## src/rtl/seg_pkg.sv

```systemverilog
// Shared constants for the multiplexed 7-segment scan driver:
// hex glyph table (bit6..0 = g..a) and the output polarity helper.
package seg_pkg;

  localparam logic [6:0] SEG_TABLE [16] = '{
    7'h3F, 7'h06, 7'h5B, 7'h4F, 7'h66, 7'h6D, 7'h7D, 7'h07,
    7'h7F, 7'h6F, 7'h77, 7'h7C, 7'h39, 7'h5E, 7'h79, 7'h71
  };

  localparam logic [7:0] SEG_OFF = 8'h00;

  function automatic logic [7:0] seg_pol(input logic [7:0] v, input bit inv);
    return inv ? ~v : v;
  endfunction

endpackage

```

## src/rtl/seg_decode.sv

```systemverilog
// Combinational hex nibble to 7-segment glyph (a..g, active high), zero latency.
module seg_decode
  import seg_pkg::*;
(
  input  logic [3:0] nib_i,
  output logic [6:0] seg_o
);

  assign seg_o = SEG_TABLE[nib_i];

endmodule

```

## src/rtl/seg_scan_driver.sv

```systemverilog
// Time-multiplexed 7-segment scanner with frame-latched data, leading-zero blanking
// and blink; Sel/Seg are registered one cycle after each scan tick.
module seg_scan_driver
  import seg_pkg::*;
#(
  parameter int N_DIGITS       = 8,
  parameter int DIV_CNT        = 5000,
  parameter int BLINK_FRAMES   = 125,
  parameter bit SEL_ACTIVE_LOW = 1'b0,
  parameter bit SEG_ACTIVE_LOW = 1'b0
) (
  input  logic                  Clk,
  input  logic                  Reset_N,
  input  logic [4*N_DIGITS-1:0] Disp_Data,
  input  logic [N_DIGITS-1:0]   Dp,
  input  logic [N_DIGITS-1:0]   Blink_Mask,
  input  logic [3:0]            Active_Num,
  input  logic                  Lz_Blank,
  output logic [N_DIGITS-1:0]   Sel,
  output logic [7:0]            Seg,
  output logic                  Frame_Start
);

  localparam int         DIV_W = (DIV_CNT > 1) ? $clog2(DIV_CNT) : 1;
  localparam int         BLK_W = (BLINK_FRAMES > 1) ? $clog2(BLINK_FRAMES) : 1;
  localparam logic [3:0] N_MAX = 4'(N_DIGITS);

  logic [DIV_W-1:0]      div_q, div_d;
  logic [2:0]            idx_q, idx_d;
  logic                  first_q, first_d;
  logic [BLK_W-1:0]      blk_cnt_q, blk_cnt_d;
  logic                  phase_q, phase_d;
  logic [4*N_DIGITS-1:0] data_q, data_d;
  logic [N_DIGITS-1:0]   dp_q, dp_d;
  logic [N_DIGITS-1:0]   mask_q, mask_d;
  logic                  lz_q, lz_d;
  logic [N_DIGITS-1:0]   sel_q, sel_d;
  logic [7:0]            seg_q, seg_d;

  logic                  tick, wrap, frame;
  logic [3:0]            act;
  logic [3:0]            nib;
  logic [6:0]            seg_raw;
  logic [N_DIGITS-1:0]   lz_vec;
  logic                  lz_run;

  assign act         = (Active_Num > N_MAX) ? N_MAX : Active_Num;
  assign tick        = (div_q == DIV_W'(DIV_CNT - 1));
  assign wrap        = (act == 4'd0) || (({1'b0, idx_q} + 4'd1) >= act);
  assign frame       = tick && (wrap || first_q);
  assign Frame_Start = frame;

  always_comb begin
    div_d     = tick ? '0 : div_q + DIV_W'(1);
    idx_d     = idx_q;
    first_d   = first_q;
    blk_cnt_d = blk_cnt_q;
    phase_d   = phase_q;
    data_d    = data_q;
    dp_d      = dp_q;
    mask_d    = mask_q;
    lz_d      = lz_q;
    if (tick) begin
      first_d = 1'b0;
      idx_d   = (wrap || first_q) ? 3'd0 : idx_q + 3'd1;
    end
    // The *_d shadows double as the frame's view, so slot 0 already sees fresh data.
    if (frame) begin
      data_d = Disp_Data;
      dp_d   = Dp;
      mask_d = Blink_Mask;
      lz_d   = Lz_Blank;
      if (blk_cnt_q == BLK_W'(BLINK_FRAMES - 1)) begin
        blk_cnt_d = '0;
        phase_d   = ~phase_q;
      end else begin
        blk_cnt_d = blk_cnt_q + BLK_W'(1);
      end
    end
  end

  // Walk down from the top enabled digit while nibbles stay zero.
  always_comb begin
    lz_vec = '0;
    lz_run = lz_d;
    for (int j = N_DIGITS - 1; j >= 0; j--) begin
      if (4'(j) < act) begin
        lz_run    = lz_run && (data_d[4*j +: 4] == 4'h0);
        lz_vec[j] = lz_run && (j != 0);
      end
    end
  end

  assign nib = data_d[{idx_d, 2'b00} +: 4];

  seg_decode u_seg_decode (
    .nib_i (nib),
    .seg_o (seg_raw)
  );

  always_comb begin
    sel_d = sel_q;
    seg_d = seg_q;
    if (tick) begin
      sel_d = '0;
      seg_d = SEG_OFF;
      if ((act != 4'd0) && !(phase_d && mask_d[idx_d])) begin
        for (int j = 0; j < N_DIGITS; j++) begin
          sel_d[j] = (idx_d == 3'(j));
        end
        seg_d = {dp_d[idx_d], lz_vec[idx_d] ? 7'h00 : seg_raw};
      end
    end
  end

  always_ff @(posedge Clk or negedge Reset_N) begin
    if (!Reset_N) begin
      div_q     <= '0;
      idx_q     <= '0;
      first_q   <= 1'b1;
      blk_cnt_q <= '0;
      phase_q   <= 1'b0;
      data_q    <= '0;
      dp_q      <= '0;
      mask_q    <= '0;
      lz_q      <= 1'b0;
      sel_q     <= '0;
      seg_q     <= SEG_OFF;
    end else begin
      div_q     <= div_d;
      idx_q     <= idx_d;
      first_q   <= first_d;
      blk_cnt_q <= blk_cnt_d;
      phase_q   <= phase_d;
      data_q    <= data_d;
      dp_q      <= dp_d;
      mask_q    <= mask_d;
      lz_q      <= lz_d;
      sel_q     <= sel_d;
      seg_q     <= seg_d;
    end
  end

  assign Sel = sel_q ^ {N_DIGITS{SEL_ACTIVE_LOW}};
  assign Seg = seg_pol(seg_q, SEG_ACTIVE_LOW);

endmodule

```

## config.mk

```make
export PLATFORM = sky130hd
export DESIGN_NAME = seg_scan_driver
export DESIGN_NICKNAME = d
export VERILOG_FILES = /design/src/rtl/seg_pkg.sv /design/src/rtl/seg_decode.sv /design/src/rtl/seg_scan_driver.sv
export SDC_FILE = /design/constraint.sdc
export NUM_CORES = 1
export LEC_CHECK = 0
export CORE_MARGIN = 2
export CORE_UTILIZATION = 24
export CTS_CLUSTER_DIAMETER = 60
export DETAILED_ROUTE_END_ITERATION = 12
export SETUP_SLACK_MARGIN = 0.15
export SLEW_MARGIN = 20
export SYNTH_ARGS = -nofsm -noshare
export SYNTH_HDL_FRONTEND = slang
export SYNTH_SLANG_ARGS = --single-unit
```

## constraint.sdc

```tcl
create_clock -name Clk -period 4.9 [get_ports Clk]
set_clock_uncertainty 0.15 [all_clocks]
set_input_delay 0.735 -clock Clk [delete_from_list [all_inputs] [get_ports Clk]]
set_output_delay 0.735 -clock Clk [all_outputs]
set_load 0.01 [all_outputs]
```

==> qor.yml, run 1 <==
outcome: "finished clean"
cpLargestDelayFamily: "compound AO/OA/AOI/OAI gates"
worstSetupEndpoint: "Seg[1]$_DFFE_PN0N_"
clock.fmax_ghz: 0.2262
final_antenna_net_count: 0
path_cells: "clkdlybuf4s50_1 > nor2b_1 > ha_1 > nand2b_1 > a211oi_2 > buf_4 > o2111ai_2 > mux2_2 > o221a_2 > a21oi_1 > inv_1 > ha_1 > inv_1 > mux2_2 > o21ai_0 > o21ai_1"
initial_utilization: 0.2437
post-route-util: 0.3136
place_hpwl_um: 11910
fp.dieH_um: 149.9
ctsRootBufferMaster: "clkbuf_16"
final_max_slew_viol_count: 0
netlist_area_um2: 5106
synth_nets: 606
end_kind: "flop"
drc: 0
grt_start_max_net_pins: 55
antenna_found_initial: 0
cp-startpoint: "Active_Num[0]"
ys_seq_elements: 90
drive_gt1_frac: 0.1322
htreeDepth: 3
cts_buffers: 9
worst_pin_slew_ns: 0.7257
max_slew_margin: 0.5162
crit_buf_inv: 4
synthFlopType: "dfrtp_1"
synthTopCellsByArea: "dfrtp_1 44%, nand2_1 7.1%, ha_1 3.2%"
max_cap_violations: 0
dieArea_um2: 22460
min_path_type: "input pin to asynchronous set/reset pin"
die_x_um: 149.9
ir_drop_uv: 119.9
finalHoldViolCount: 0
cts_buffer_depth: 2
path_class: "input pin to flop"
met2_usage: 0.2169
worstSetupStartpointType: "input pin"
vias: 4412
worst-path-stages: 16
portBuffers: 71
timing.rr.end: "Seg[1]$_DFFE_PN0N_"
path_max_fanout: 7
nets: 691
synth.lib_cells_used.distinct: 81
clock_sinks: 90
post_cts_buffers: 0
grt_first_pass_wirelength_um: 24250
clock_latency_ns: 0.35
cts_tree: "yes"
required_ns: 4.97
drtIter0Drc: 331
clk_pin_slew_ns: 0.07
r2r_slack_ns: 0.64
avgSynthCellArea_um2: 9.491
grt_overflow: 0
p_per_area_nw_per_um2: 251.9
grt-busiest-layer: "met2"
postCtsHoldBufs: 0
reg2reg_from: "idx_q[1]$_DFF_PN0_"
layout-area-overhead-vs-synth_pct: 28.69
diodes: 0
critPathSlowestCell: "clkdlybuf4s50_1"
num_rows: 53
synth_cells: 538
fin_hold_ws_ns: 0.2910
synth_top_cell_area_share: 0.4362
wl_per_cell_um: 17.25
max_stage_delay_ns: 0.48
wirelength_um: 15570
ys_warn_count: 0
coreArea_um2: 20960
synth.yosys.seq_area_share: 0.4413
finalWeightedCongestion: 0.9076
grt_use_met1: 0.1998
grt_util_all_layers: 0.1425
rsz0062_at_grt: "false"
cts_resized: 0
cp.arrival_ns: 4.49
setup_viol: 0
yosys.area.top_type: "dfrtp_1"
period_needed_ns: 4.420
r2r_cells: 16
async_flop_share: 1.000
synth_edf_count: 0
routed_via_density: 4.886
first_pass_iters: 5
p_leak_nw: 3.032
min_period_over_period: 0.9021
grtUsageMet3: 0.02409
ios: 72
tns_ns: 0
grt_pass1_vias: 4314
## worst min path at each step
stage                                  from  cells past startpoint                  endpoint
after floorplan           dp_q[6]$_DFF_PN0_                      2         dp_q[6]$_DFF_PN0_
after global placement    dp_q[3]$_DFF_PN0_                      2         dp_q[3]$_DFF_PN0_
after detailed placement  dp_q[6]$_DFF_PN0_                      2         dp_q[6]$_DFF_PN0_
after CTS                           Reset_N                      1  blk_cnt_q[5]$_DFFE_PN0N_
after global routing                Reset_N                      1      data_q[28]$_DFF_PN0_
final                               Reset_N                      1  blk_cnt_q[5]$_DFFE_PN0N_
## cell usage in the layout (no fill, tap or decap), types with 7 or more instances in the layout
cell and n:
a21oi_1 14, a31oi_1 9, and3_1 9, buf_4 29, clkbuf_16 9, clkdlybuf4s50_1 70, dfrtp_1 89, ha_1 13
inv_1 23, mux2_2 13, mux2i_1 16, nand2_1 96, nand3_1 29, nor2_1 21, o21ai_0 31, o21ai_1 7
o221ai_1 8, xnor2_1 12
## power breakdown
part / total, mW / leakage, nW / internal [mW] / switching (mW)
Combinational: 0.135 / 1.74 / 0.0660 / 0.0691
Sequential: 0.759 / 1.13 / 0.751 / 0.00812
Clock: 0.761 / 0.159 / 0.462 / 0.300
Total: 1.66 / 3.03 / 1.28 / 0.377
## synthesized netlist by cell type, drive strengths merged (3+ instances only)
cell     number
a211oi        6
a21o          4
a21oi        14
a22o          5
a31oi         9
and2          4
and3          9
and4          3
buf          18
clkbuf        7
dfrtp        89
ha           13
inv          24
mux2         14
mux2i        16
nand2        98
nand2b        5
nand3        30
nand4         6
nor2         22
nor3          8
nor4          7
o2111ai       5
o211ai        7
o21a          4
o21ai        39
o221ai        8
o22ai         4
or3           3
xnor2        12
xor2          7
## flip-flops by register name, indices dropped and copies added (netlist names)
signal     count
blk_cnt_q      7
idx_q          3
div_q         13
Seg            8
first_q        1
data_q        32
dp_q           8
lz_q           1
phase_q        1
Sel            8
mask_q         8
## layout make-up
class | instances | area, um2
clock inverters | 6 | 90.09
inverters | 26 | 101.3
clock buffers | 10 | 239.0
repair buffers | 99 | 918.4
multi-input cells | 397 | 2625
fillers | 2224 | 14380
well taps | 275 | 344.1
flip-flops and latches | 90 | 2253
## layer usage
layer | part of all wire | vias up | routed length, um
li1 | - | 2121 | -
met3 | 0.059 | 22 | 914
met4 | 0.022 | 0 | 345
met5 | 0 | - | 0
met2 | 0.45 | 147 | 7023
met1 | 0.47 | 2122 | 7290
## per-stage QoR
stage                     std cells  setup WS, ns  area, um2  total power [mW]
after floorplan                 538        0.7788       5106            0.8171
after global placement          887        0.2233       6242            0.9086
after detailed placement        887        0.1576       6242            0.9085
after CTS                       903        0.5143       6571             1.677
after global routing            903        0.1899       6571             1.724
final                           903        0.4798       6571             1.656
## kinds of logic (layout without fill, tap and decap cells)
logic type | count (synthesis) | count (layout) | synth area share
simple gates | 208 | 208 | 0.2056
compound gates | 127 | 127 | 0.1796
flops | 90 | 90 | 0.4413
buf+inv | 51 | 141 | 0.04460
mux | 30 | 30 | 0.06297
xor+xnor | 19 | 19 | 0.03406
fa+ha+maj | 13 | 13 | 0.03186
No activity file was read; power rests on OpenSTA's default activity.
==> run 2: changes to the inputs <==
--- a/config.mk
+++ b/config.mk
@@ -14,3 +14,4 @@
 export SYNTH_ARGS = -nofsm -noshare
 export SYNTH_HDL_FRONTEND = slang
 export SYNTH_SLANG_ARGS = --single-unit
+export TNS_END_PERCENT = 30
==> results of run 2 <==
The final DEF is identical to that of run 1; final timing and power are the same.
==> edit: new RTL, settings of run 2 <==
Set the parameter `N_DIGITS` to 4 (it was 8).
--- a/src/rtl/seg_scan_driver.sv
+++ b/src/rtl/seg_scan_driver.sv
@@ -5,3 +5,3 @@
 #(
-  parameter int N_DIGITS       = 8,
+  parameter int N_DIGITS       = 4,
   parameter int DIV_CNT        = 5000,
Ports: changed (resized Blink_Mask, Disp_Data, Dp and Sel); port bits go from 72 to 44. No check against the original RTL was run, so the function may have changed too.
==> edit against run 2 <==
- wire length down 41%
- sequential share of layout area down 0.22 points
- cell count down 32%
- via count down 34%
- global-route usage down 2.2 points
- first-iteration DRC count down 54%
- synthesized cell count down 31%
- cell area down 31%
- area after synthesis down 32%
- total power down 19%
- sequential cell count down 28
- worst setup slack better by 0.093 ns
==> edit: results (changes against run 2) <==
metric,value,unit,change
status,"complete, no violations",,unchanged
asr flop ratio synth,100,%,unchanged
average wire per standard cell,14.8,um,was 17.2 um
Post-synth top flop,dfrtp_1,,unchanged
synthesized net count,418,,was 606
DRT Pass-1 Iters,4,,was 5
Post-synth top cells,"nand2_1 (84), dfrtp_1 (61), nor2_1 (29)",,"was nand2_1 (96), dfrtp_1 (89), o21ai_0 (31)"
synth unique cells,65,,was 81
Layout Nets,472,,was 691
first-pass GRT wire length,15.0,mm,was 24.3 mm
WHS,0.302,ns,was 0.291 ns
starting DRC count in detailed routing,152,,was 331
"Most flops, register",data_q,,unchanged
top post-synthesis cells by area,"dfrtp_1 (44%), nand2_1 (9.0%), ha_1 (5.0%)",,"was dfrtp_1 (44%), nand2_1 (7.1%), ha_1 (3.2%)"
Worst Tran Pin Value,0.793,ns,was 0.726 ns
"Seq/Total Area, Yosys",44.4,%,was 44.1%
CP max FO,5,,was 7
CTS H-tree depth,3,,unchanged
leakage power,0.00208,uW,was 0.00303 uW
max FFs per register,16,,was 32
"Arr. time, crit path",4.39,ns,was 4.49 ns
postcts setup bufs,0,,unchanged
share of post-route cells with drive strength above 1,12.3,%,was 13.2%
largest net degree at the start of global routing,63,,was 55
Hold Path Class,reg2reg,,was in2async
Max IR drop VDD,135,uV,was 120 uV
initial antenna violation count,0,,unchanged
clock slew seen by the registers of the worst setup and hold paths,0.05,ns,was 0.07 ns
Routed met3 length,357,um,was 914 um
reg2reg setup slack,0.77,ns,was 0.64 ns
Via density,4.73,,was 4.89
placed inst area,4200,um^2,was 6240 um^2
Detailed Place HPWL,6.69,mm,was 11.9 mm
Port Buffers,43,,was 71
Placer Congestion,0.890,,was 0.908
routed wl met2,4.46,mm,was 7.02 mm
Longest Clk Path Bufs,2,,unchanged
CTS root buf,clkbuf_16,,unchanged
Global Route Usage Sum,12.1,%,was 14.2%
Clock Latency Late Sink,0.33,ns,was 0.35 ns
DR top layer,met4,,unchanged
M1 WL,4.18,mm,was 7.29 mm
number of global-route vias before repair,2887,,was 4314
==> edit: cell types whose count changed after synthesis, moves of 6 or more <==
cell	before	now
nor2_1	21	29
o21ai_0	31	14
nand2_1	96	84
mux2_2	13	4
inv_1	23	11
dfrtp_1	89	61
buf_2	11	2
a31oi_1	9	1
o21ai_1	7	1
mux2i_1	16	9
nand3_1	29	11
o221ai_1	8	0
==> edit: critical path, stage by stage <==
cell and delay (ns):
clkdlybuf4s50_1 0.51, nor2_1 0.08, and2_1 0.16, ha_1 0.26, nand2b_1 0.14, a211o_1 0.33
a21o_4 0.23, nand2_2 0.08, inv_1 0.06, mux2_2 0.28, a222oi_1 0.38, nand2b_1 0.27
ha_1 0.26, inv_1 0.07, mux2i_1 0.07, a22oi_1 0.17, o22ai_1 0.12, a22o_1 0.20
==> edit: cell type report <==
type / count / area (um^2)
inverters: 12 / 45.0
repair buffers: 60 / 553
multi-input cells: 282 / 1820
clock buffers: 13 / 260
flip-flops and latches: 62 / 1550
clock inverters: 3 / 90.1
fillers: 1453 / 9810
diodes: 1 / 2.50
well taps: 184 / 230
==> edit: path summary, 6_finish.rpt <==
path / startpoint / cells after the start / to
setup / recovery: Active_Num[3] / 18 / Seg[3]
hold / removal: data_q[1] / 2 / data_q[1]
setup reg to reg: idx_q[1] / 18 / Seg[3]
hold reg to reg: data_q[1] / 2 / data_q[1]
max in group asynchronous: Reset_N / 2 / data_q[7]
min in group asynchronous: Reset_N / 2 / div_q[5]
==> edit: per-layer routing <==
metal  vias up  global-route usage (%)
met5         -                       0
met4         0                    4.49
met3        11                    2.71
met2        65                    19.8
met1      1429                    15.5
li1       1412                       -
==> edit: logic make-up (layout without fill, tap and decap cells) <==
family,count (synthesis),in the layout,synth area share [%]
fa+ha+maj,14,14,5.01
flops,62,62,44.4
compound gates,68,68,14.4
xor+xnor,18,18,4.51
buf+inv,29,88,3.40
mux,17,17,6.01
simple gates,164,164,22.1
other cells,1,2,0.107
==> edit: report_power, final <==
| group | switching (uW) | internal, uW |
|---|---|---|
| combinational | 29.8 | 37.7 |
| sequential | 2.40 | 516 |
| clock | 224 | 525 |
| total | 256 | 1080 |
==> edit: through the flow <==
stage,worst slack (ns),std cells
floorplan,0.490,373
global placement,0.306,600
detailed placement,0.235,600
CTS,0.590,616
global route,0.260,616
finish,0.573,617
